[config.mk]
export PLATFORM = sky130hd
export DESIGN_NAME = ram32_lsu_port
export DESIGN_NICKNAME = d
export VERILOG_FILES = /design/src/rtl/ram32_lsu_port.sv
export SDC_FILE = /design/constraint.sdc
export NUM_CORES = 1
export LEC_CHECK = 0
export CAP_MARGIN = 20
export CORE_ASPECT_RATIO = 1.5
export CORE_UTILIZATION = 39
export CTS_CLUSTER_SIZE = 24
export DETAILED_ROUTE_END_ITERATION = 10
export PLACE_DENSITY_LB_ADDON = 0.2
export RECOVER_POWER = 100
export SLEW_MARGIN = 10
export SYNTH_ARGS = -nofsm -noshare
export SYNTH_HDL_FRONTEND = slang
export SYNTH_SLANG_ARGS = --single-unit
[constraint.sdc]
create_clock -name clock -period 2.7 [get_ports clock]
set_clock_uncertainty 0.15 [all_clocks]
set_input_delay 0.54 -clock clock [delete_from_list [all_inputs] [get_ports clock]]
set_output_delay 0.54 -clock clock [all_outputs]
set_load 0.02 [all_outputs]
[src/rtl/ram32_lsu_port.sv]
// rtl/ram32_lsu_port.sv - byte/half/word load-store front-end for a byte-enabled 32-bit synchronous RAM
module ram32_lsu_port #(
    parameter int ADDR_WIDTH = 16
) (
    input  logic                  clock,
    input  logic                  reset_n,
    input  logic                  req_valid,
    output logic                  req_ready,
    input  logic [ADDR_WIDTH-1:0] req_addr,
    input  logic                  req_write,
    input  logic [1:0]            req_size,
    input  logic                  req_unsigned,
    input  logic [31:0]           req_wdata,
    output logic                  rsp_valid,
    input  logic                  rsp_ready,
    output logic [31:0]           rsp_rdata,
    output logic                  rsp_error,
    output logic [ADDR_WIDTH-1:0] ram_address,
    output logic [31:0]           ram_data,
    output logic [3:0]            ram_wren,
    input  logic [31:0]           ram_q
);

    localparam logic [1:0] SIZE_BYTE = 2'b00;
    localparam logic [1:0] SIZE_HALF = 2'b01;
    localparam logic [1:0] SIZE_WORD = 2'b10;

    logic                  s1_valid;
    logic [ADDR_WIDTH-1:0] s1_addr;
    logic [1:0]            s1_off;
    logic [1:0]            s1_size;
    logic                  s1_unsigned;
    logic                  s1_write;
    logic                  s1_error;

    logic        s1_adv;
    logic        fire;
    logic        req_error;
    logic [3:0]  req_mask;
    logic [31:0] lane;
    logic [31:0] aligned;

    // S1 may hand off when OUT is empty or being drained this cycle.
    assign s1_adv    = s1_valid && (!rsp_valid || rsp_ready);
    assign req_ready = reset_n && (!s1_valid || s1_adv);
    assign fire      = req_valid && req_ready;

    always_comb begin
        req_error = 1'b0;
        case (req_size)
            SIZE_BYTE: req_error = 1'b0;
            SIZE_HALF: req_error = req_addr[0];
            SIZE_WORD: req_error = |req_addr[1:0];
            default:   req_error = 1'b1;
        endcase
    end

    always_comb begin
        req_mask = 4'b0000;
        ram_data = req_wdata;
        case (req_size)
            SIZE_BYTE: begin
                req_mask = 4'b0001 << req_addr[1:0];
                ram_data = {4{req_wdata[7:0]}};
            end
            SIZE_HALF: begin
                req_mask = req_addr[1] ? 4'b1100 : 4'b0011;
                ram_data = {2{req_wdata[15:0]}};
            end
            SIZE_WORD: begin
                req_mask = 4'b1111;
                ram_data = req_wdata;
            end
            default: begin
                req_mask = 4'b0000;
                ram_data = req_wdata;
            end
        endcase
    end

    assign ram_wren = (fire && req_write && !req_error) ? req_mask : 4'b0000;

    // While S1 is held, re-present its address so ram_q keeps the word S1 needs.
    assign ram_address = (s1_valid && !s1_adv) ? s1_addr : req_addr;

    assign lane = ram_q >> {s1_off, 3'b000};

    always_comb begin
        aligned = lane;
        case (s1_size)
            SIZE_BYTE: aligned = s1_unsigned ? {24'h000000, lane[7:0]}
                                             : {{24{lane[7]}}, lane[7:0]};
            SIZE_HALF: aligned = s1_unsigned ? {16'h0000, lane[15:0]}
                                             : {{16{lane[15]}}, lane[15:0]};
            default:   aligned = lane;
        endcase
    end

    always_ff @(posedge clock or negedge reset_n) begin
        if (!reset_n) begin
            s1_valid    <= 1'b0;
            s1_addr     <= '0;
            s1_off      <= 2'b00;
            s1_size     <= 2'b00;
            s1_unsigned <= 1'b0;
            s1_write    <= 1'b0;
            s1_error    <= 1'b0;
        end else if (fire) begin
            s1_valid    <= 1'b1;
            s1_addr     <= req_addr;
            s1_off      <= req_addr[1:0];
            s1_size     <= req_size;
            s1_unsigned <= req_unsigned;
            s1_write    <= req_write;
            s1_error    <= req_error;
        end else if (s1_adv) begin
            s1_valid <= 1'b0;
        end
    end

    always_ff @(posedge clock or negedge reset_n) begin
        if (!reset_n) begin
            rsp_valid <= 1'b0;
            rsp_rdata <= 32'h0;
            rsp_error <= 1'b0;
        end else if (s1_adv) begin
            rsp_valid <= 1'b1;
            rsp_error <= s1_error;
            rsp_rdata <= (s1_write || s1_error) ? 32'h0 : aligned;
        end else if (rsp_ready) begin
            rsp_valid <= 1'b0;
        end
    end

endmodule

---- Word level (Yosys, flattened, before mapping) ----
Cells that the tools add are included.
storage, ports and cells
  register bits after elaboration ......... 58
  latch bits .............................. 0
  bits in writable memories ............... 0
  bits in read-only memories .............. 0
  bits of input ports ..................... 88
  memories kept ........................... 0
operators by class
  add/subtract/negate cells ............... 0
  multipliers ............................. 0
  div/mod/pow operators ................... 0
  order comparisons ....................... 0
  eq/ne operators ......................... 3
  shift-type cells ........................ 2
  mux-type cells .......................... 14
  bitwise gates (word level) .............. 0
  reductions and logical operators ........ 18
operators with widths
  kind                                             number
  case mux 32 bit (2 select lines)                 2
  two-way mux 32 bit                               3
  >> shifter 32 x 5 -> 32 bit                      1
  two-way mux 16 bit                               1
  case mux 4 bit (3 select lines)                  1
  two-way mux 4 bit                                2
  logical AND 1 bit                                6
  == test 2 x 1 -> 1 bit, second input constant    2
  logical NOT 1 bit                                4
  logical NOT 2 bit                                2
  two-way mux 1 bit                                4
  nonzero test 2 bit                               2
  << shifter 1 x 2 -> 4 bit, first input constant  1
  logical OR 1 bit                                 3
  case mux 1 bit (3 select lines)                  1
  == test 2 bit, second input constant             1
  OR reduction 2 bit                               1

---- Depth between registers and ports, before layout ----
  depth after elaboration ................. 9
  depth in mapped cells ................... 7
  gate-level depth less buffers ........... 4

---- Worst setup path before layout ----
Ideal clock, no wire load.
  kind .................................... input to output
  start point ............................. input rsp_ready
  end point ............................... output ram_wren[0]
  data arrival time ....................... 2323 ps
  slack ................................... -313 ps
  stages on the path ...................... 5
  buffers on the path ..................... 1
  cell sequence ........................... nand3b_1 buf_2 and2_1 nand3_1 a2111oi_0
on the way
  cells in the longest elaborated chain, start to end .. 8
ends and longest elaborated chain
  element                         RTL line  RTL
  from (decl)                     15        input logic rsp_ready,
  logical OR 1 bit                44        assign s1_adv = s1_valid && (!rsp_valid || rsp_ready);
  logical AND 1 bit               44
  logical OR 1 bit                45        assign req_ready = reset_n && (!s1_valid || s1_adv);
  logical AND 1 bit               45
  via req_ready                   8         output logic req_ready,
  logical AND 1 bit               46        assign fire = req_valid && req_ready;
  logical AND 1 bit (2 in a row)  81        assign ram_wren = (fire && req_write && !req_error) ? req_mask : 4'b0000;
  two-way mux 4 bit               81
  to (decl)                       20        output logic [3:0] ram_wren,
The timed path passes the listed nets, and every way through them passes these cells.

---- Worst setup path after layout ----
  start point ............................. input req_size[1]
  end point ............................... output ram_data[20]
on the way
  cells in the longest elaborated chain, start to end .. 2
ends and longest elaborated chain
  element                                                             RTL line  RTL
  from (decl)                                                         11        input logic [1:0] req_size,
  == test 2 x 1 -> 1 bit / logical NOT 2 bit (equally long branches)  61        case (req_size)
  case mux 32 bit (2 select lines) *                                  61
  to (decl)                                                           19        output logic [31:0] ram_data,
Mark *: on every way between the ends. The rest lies on a longest branch, timed or not.

==> results.json <==
{
  "clkLatencyLatePin_ps": 290,
  "period_minus_slack_ps": 2636,
  "path_class": "in2out",
  "ys_warn_count": 0,
  "ios": 175,
  "grt_pass1_vias": 3157,
  "final_nets": 569,
  "start_util_pct": 40.74,
  "dpl-instance-area_mm2": 0.005201,
  "final_area_mm2": 0.005331,
  "htreeDepth": 2,
  "grt_usage_pct": 22.99,
  "cp-startpoint": "req_size[1]",
  "ir_drop_uv": 262.4,
  "cts_tree": "yes",
  "setup_viol": 0,
  "critPathArrivalTime_ps": 1950,
  "status": "complete, no violations",
  "viasPerCell": 5.293,
  "vias": 3107,
  "fin_crit_sh_pct": 97.64,
  "place_inst": 574,
  "io_buffers": 174,
  "slew_violations": 0,
  "hold_path_class": "in2async",
  "first_iter_violations": 138,
  "postRouteAntennaNets": 0,
  "drc": 0,
  "wl_um": 10060,
  "dpl.hpwl_um": 7532,
  "grt_max_degree": 58,
  "hold_violations": 0,
  "clock_path_buffers": 2,
  "crit_fanout": 12,
  "grt_pass1_wl_um": 15700,
  "final_common_cell": "clkdlybuf4s50_1",
  "cts.root.buffer_cell": "clkbuf_16",
  "die_h_um": 114.7,
  "drive_gt1_share_pct": 23.86,
  "syn-cell-area_mm2": 0.003303,
  "synth_cell_types": 31,
  "place.gp.congestion": 0.8919,
  "dieArea_mm2": 0.008849,
  "final_cell_count_no_fill": 587,
  "antenna_found_initial": 0,
  "setup.worst_path.end_class": "primary output",
  "r2r_start": "rsp_valid$_DFFE_PN0P_",
  "area_delta_synth_final_pct": 61.40,
  "maxCapViolations": 0,
  "grt_remaining_overflow": 0,
  "core-area_mm2": 0.008108,
  "fin_ws_ps": 63.74,
  "synth_seq_area_share_pct": 42.42,
  "pre_cts_ws_ps": -346.8,
  "clock-sinks": 56,
  "max_slew_margin_pct": 1.079,
  "syn-instance-count": 303,
  "worstSetupStartpointType": "input pin",
  "wl_per_cell_um": 17.14,
  "hold_slack_ps": 239.2,
  "clock.fmax_mhz": 379.3,
  "synth_fp_nets": 391,
  "die_x_um": 77.14,
  "diodes": 0,
  "yosys_register_bits": 56,
  "cts_buffers": 5,
  "grt_setup_unrepaired": "no",
  "final_cell_mix": "clkdlybuf4s50_1 (83), mux2_2 (59), dfrtp_1 (56)",
  "power_mw": 2.996,
  "cts.clk_slew.worst_paths_ps": 70,
  "power.leakage_nw": 2.406,
  "worst_slew_pin_slew_ps": 1484,
  "cp.required_ps": 2010,
  "row_count": 40,
  "power_density_mw_per_mm2": 562.0,
  "drtPass1Iterations": 4,
  "synth_area_per_cell_um2": 10.90
}
-- cells in the mapped netlist (all sizes together) --
library cell	instances	area share (%)
mux2	60	20
dfrtp	56	42
o21ai	33	5.0
nand2	28	3.2
mux2i	23	7.0
buf	19	3.8
a221o	16	4.8
clkbuf	14	1.6
a21oi	10	1.5
nand3b	9	2.0
a22o	8	2.1
nor2	5	0.57
nand3	3	0.45
nor3	3	0.45
nand2b	2	0.38
nor3b	2	0.76
a2111oi	1	0.27
a22oi	1	0.23
and2	1	0.19
and3	1	0.19
mux4	1	0.68
nor2b	1	0.19
nor4b	1	0.45
o2111a	1	0.38
o211ai	1	0.23
o31ai	1	0.23
or2	1	0.19
xor2	1	0.27
-- state kept, by name, indices dropped and copies added, names as in the netlist --
| name | flops |
|---|---|
| rsp_rdata | 32 |
| s1_addr | 16 |
| s1_valid | 1 |
| s1_write | 1 |
| rsp_error | 1 |
| s1_size | 2 |
| rsp_valid | 1 |
| s1_unsigned | 1 |
| s1_error | 1 |
-- kinds of logic after synthesis --
kind of cell	after synthesis	share of synthesized area [%]
buffers and inverters	33	5.341
multiplexers	84	28.11
AO/OA/AOI/OAI	72	14.81
AND/OR/NAND/NOR	57	9.053
XOR/XNOR	1	0.2652
flip-flops	56	42.42
-- through the flow --
step / util (%) / setup TNS, ps
finish: 65.76 / 0
global route: 65.76 / 0
CTS: 65.94 / -131.3
detailed placement: 64.15 / -10120
global placement: 64.15 / -9543
floorplan: - / 0
-- report_power, final --
| part | switching [mW] | internal [mW] | leakage, nW |
|---|---|---|---|
| Clock | 0.305 | 0.436 | 0.0798 |
| Sequential | 0.0978 | 1.00 | 0.716 |
| Combinational | 0.572 | 0.585 | 1.61 |
-- layer usage --
layer,part of all wire [%],vias to the layer above,GRT usage (%)
met5,0,-,0
met4,2.0,0,9.686
met3,6.4,12,5.259
met2,54,142,43.66
met1,37,1481,23.96
li1,-,1472,-
-- final cells by class --
class | count | area, um2
tap | 105 | 131.4
multi-input combinational | 214 | 1748
fill | 726 | 2776
timing repair buffer | 204 | 1883
sequential | 56 | 1401
clock inverter | 3 | 42.54
clock buffer | 5 | 125.1
-- path summary, 6_finish.rpt --
path,slack (ps),endpoint,cells past startpoint
max in group asynchronous,1660,rsp_rdata[12]$_DFFE_PN0P_,2
worst min register to register,330,rsp_rdata[15]$_DFFE_PN0P_,2
worst max-delay path,60,ram_data[20],4
min in group clock,330,rsp_rdata[15]$_DFFE_PN0P_,2
worst max register to register,360,rsp_error$_DFFE_PN0P_,4
worst min-delay path,240,s1_addr[6]$_DFFE_PN0P_,2
-- worst max-delay path, stage by stage --
cell and delay (ps):
clkdlybuf4s50_1 530, buf_4 200, mux2_2 340, dlygate4sd2_1 330
-- repair_timing --
| item | 4_1_cts | 5_1_grt |
|---|---|---|
| cloned | 2 | 0 |
| hold buffers | 0 | 0 |
| setup endpoints to repair | 44 | 21 |
| pin swaps | 1 | 0 |
| buffers inserted | 2 | 1 |
| gates resized for setup | 112 | 10 |
Power figures use the tool's default switching activity.
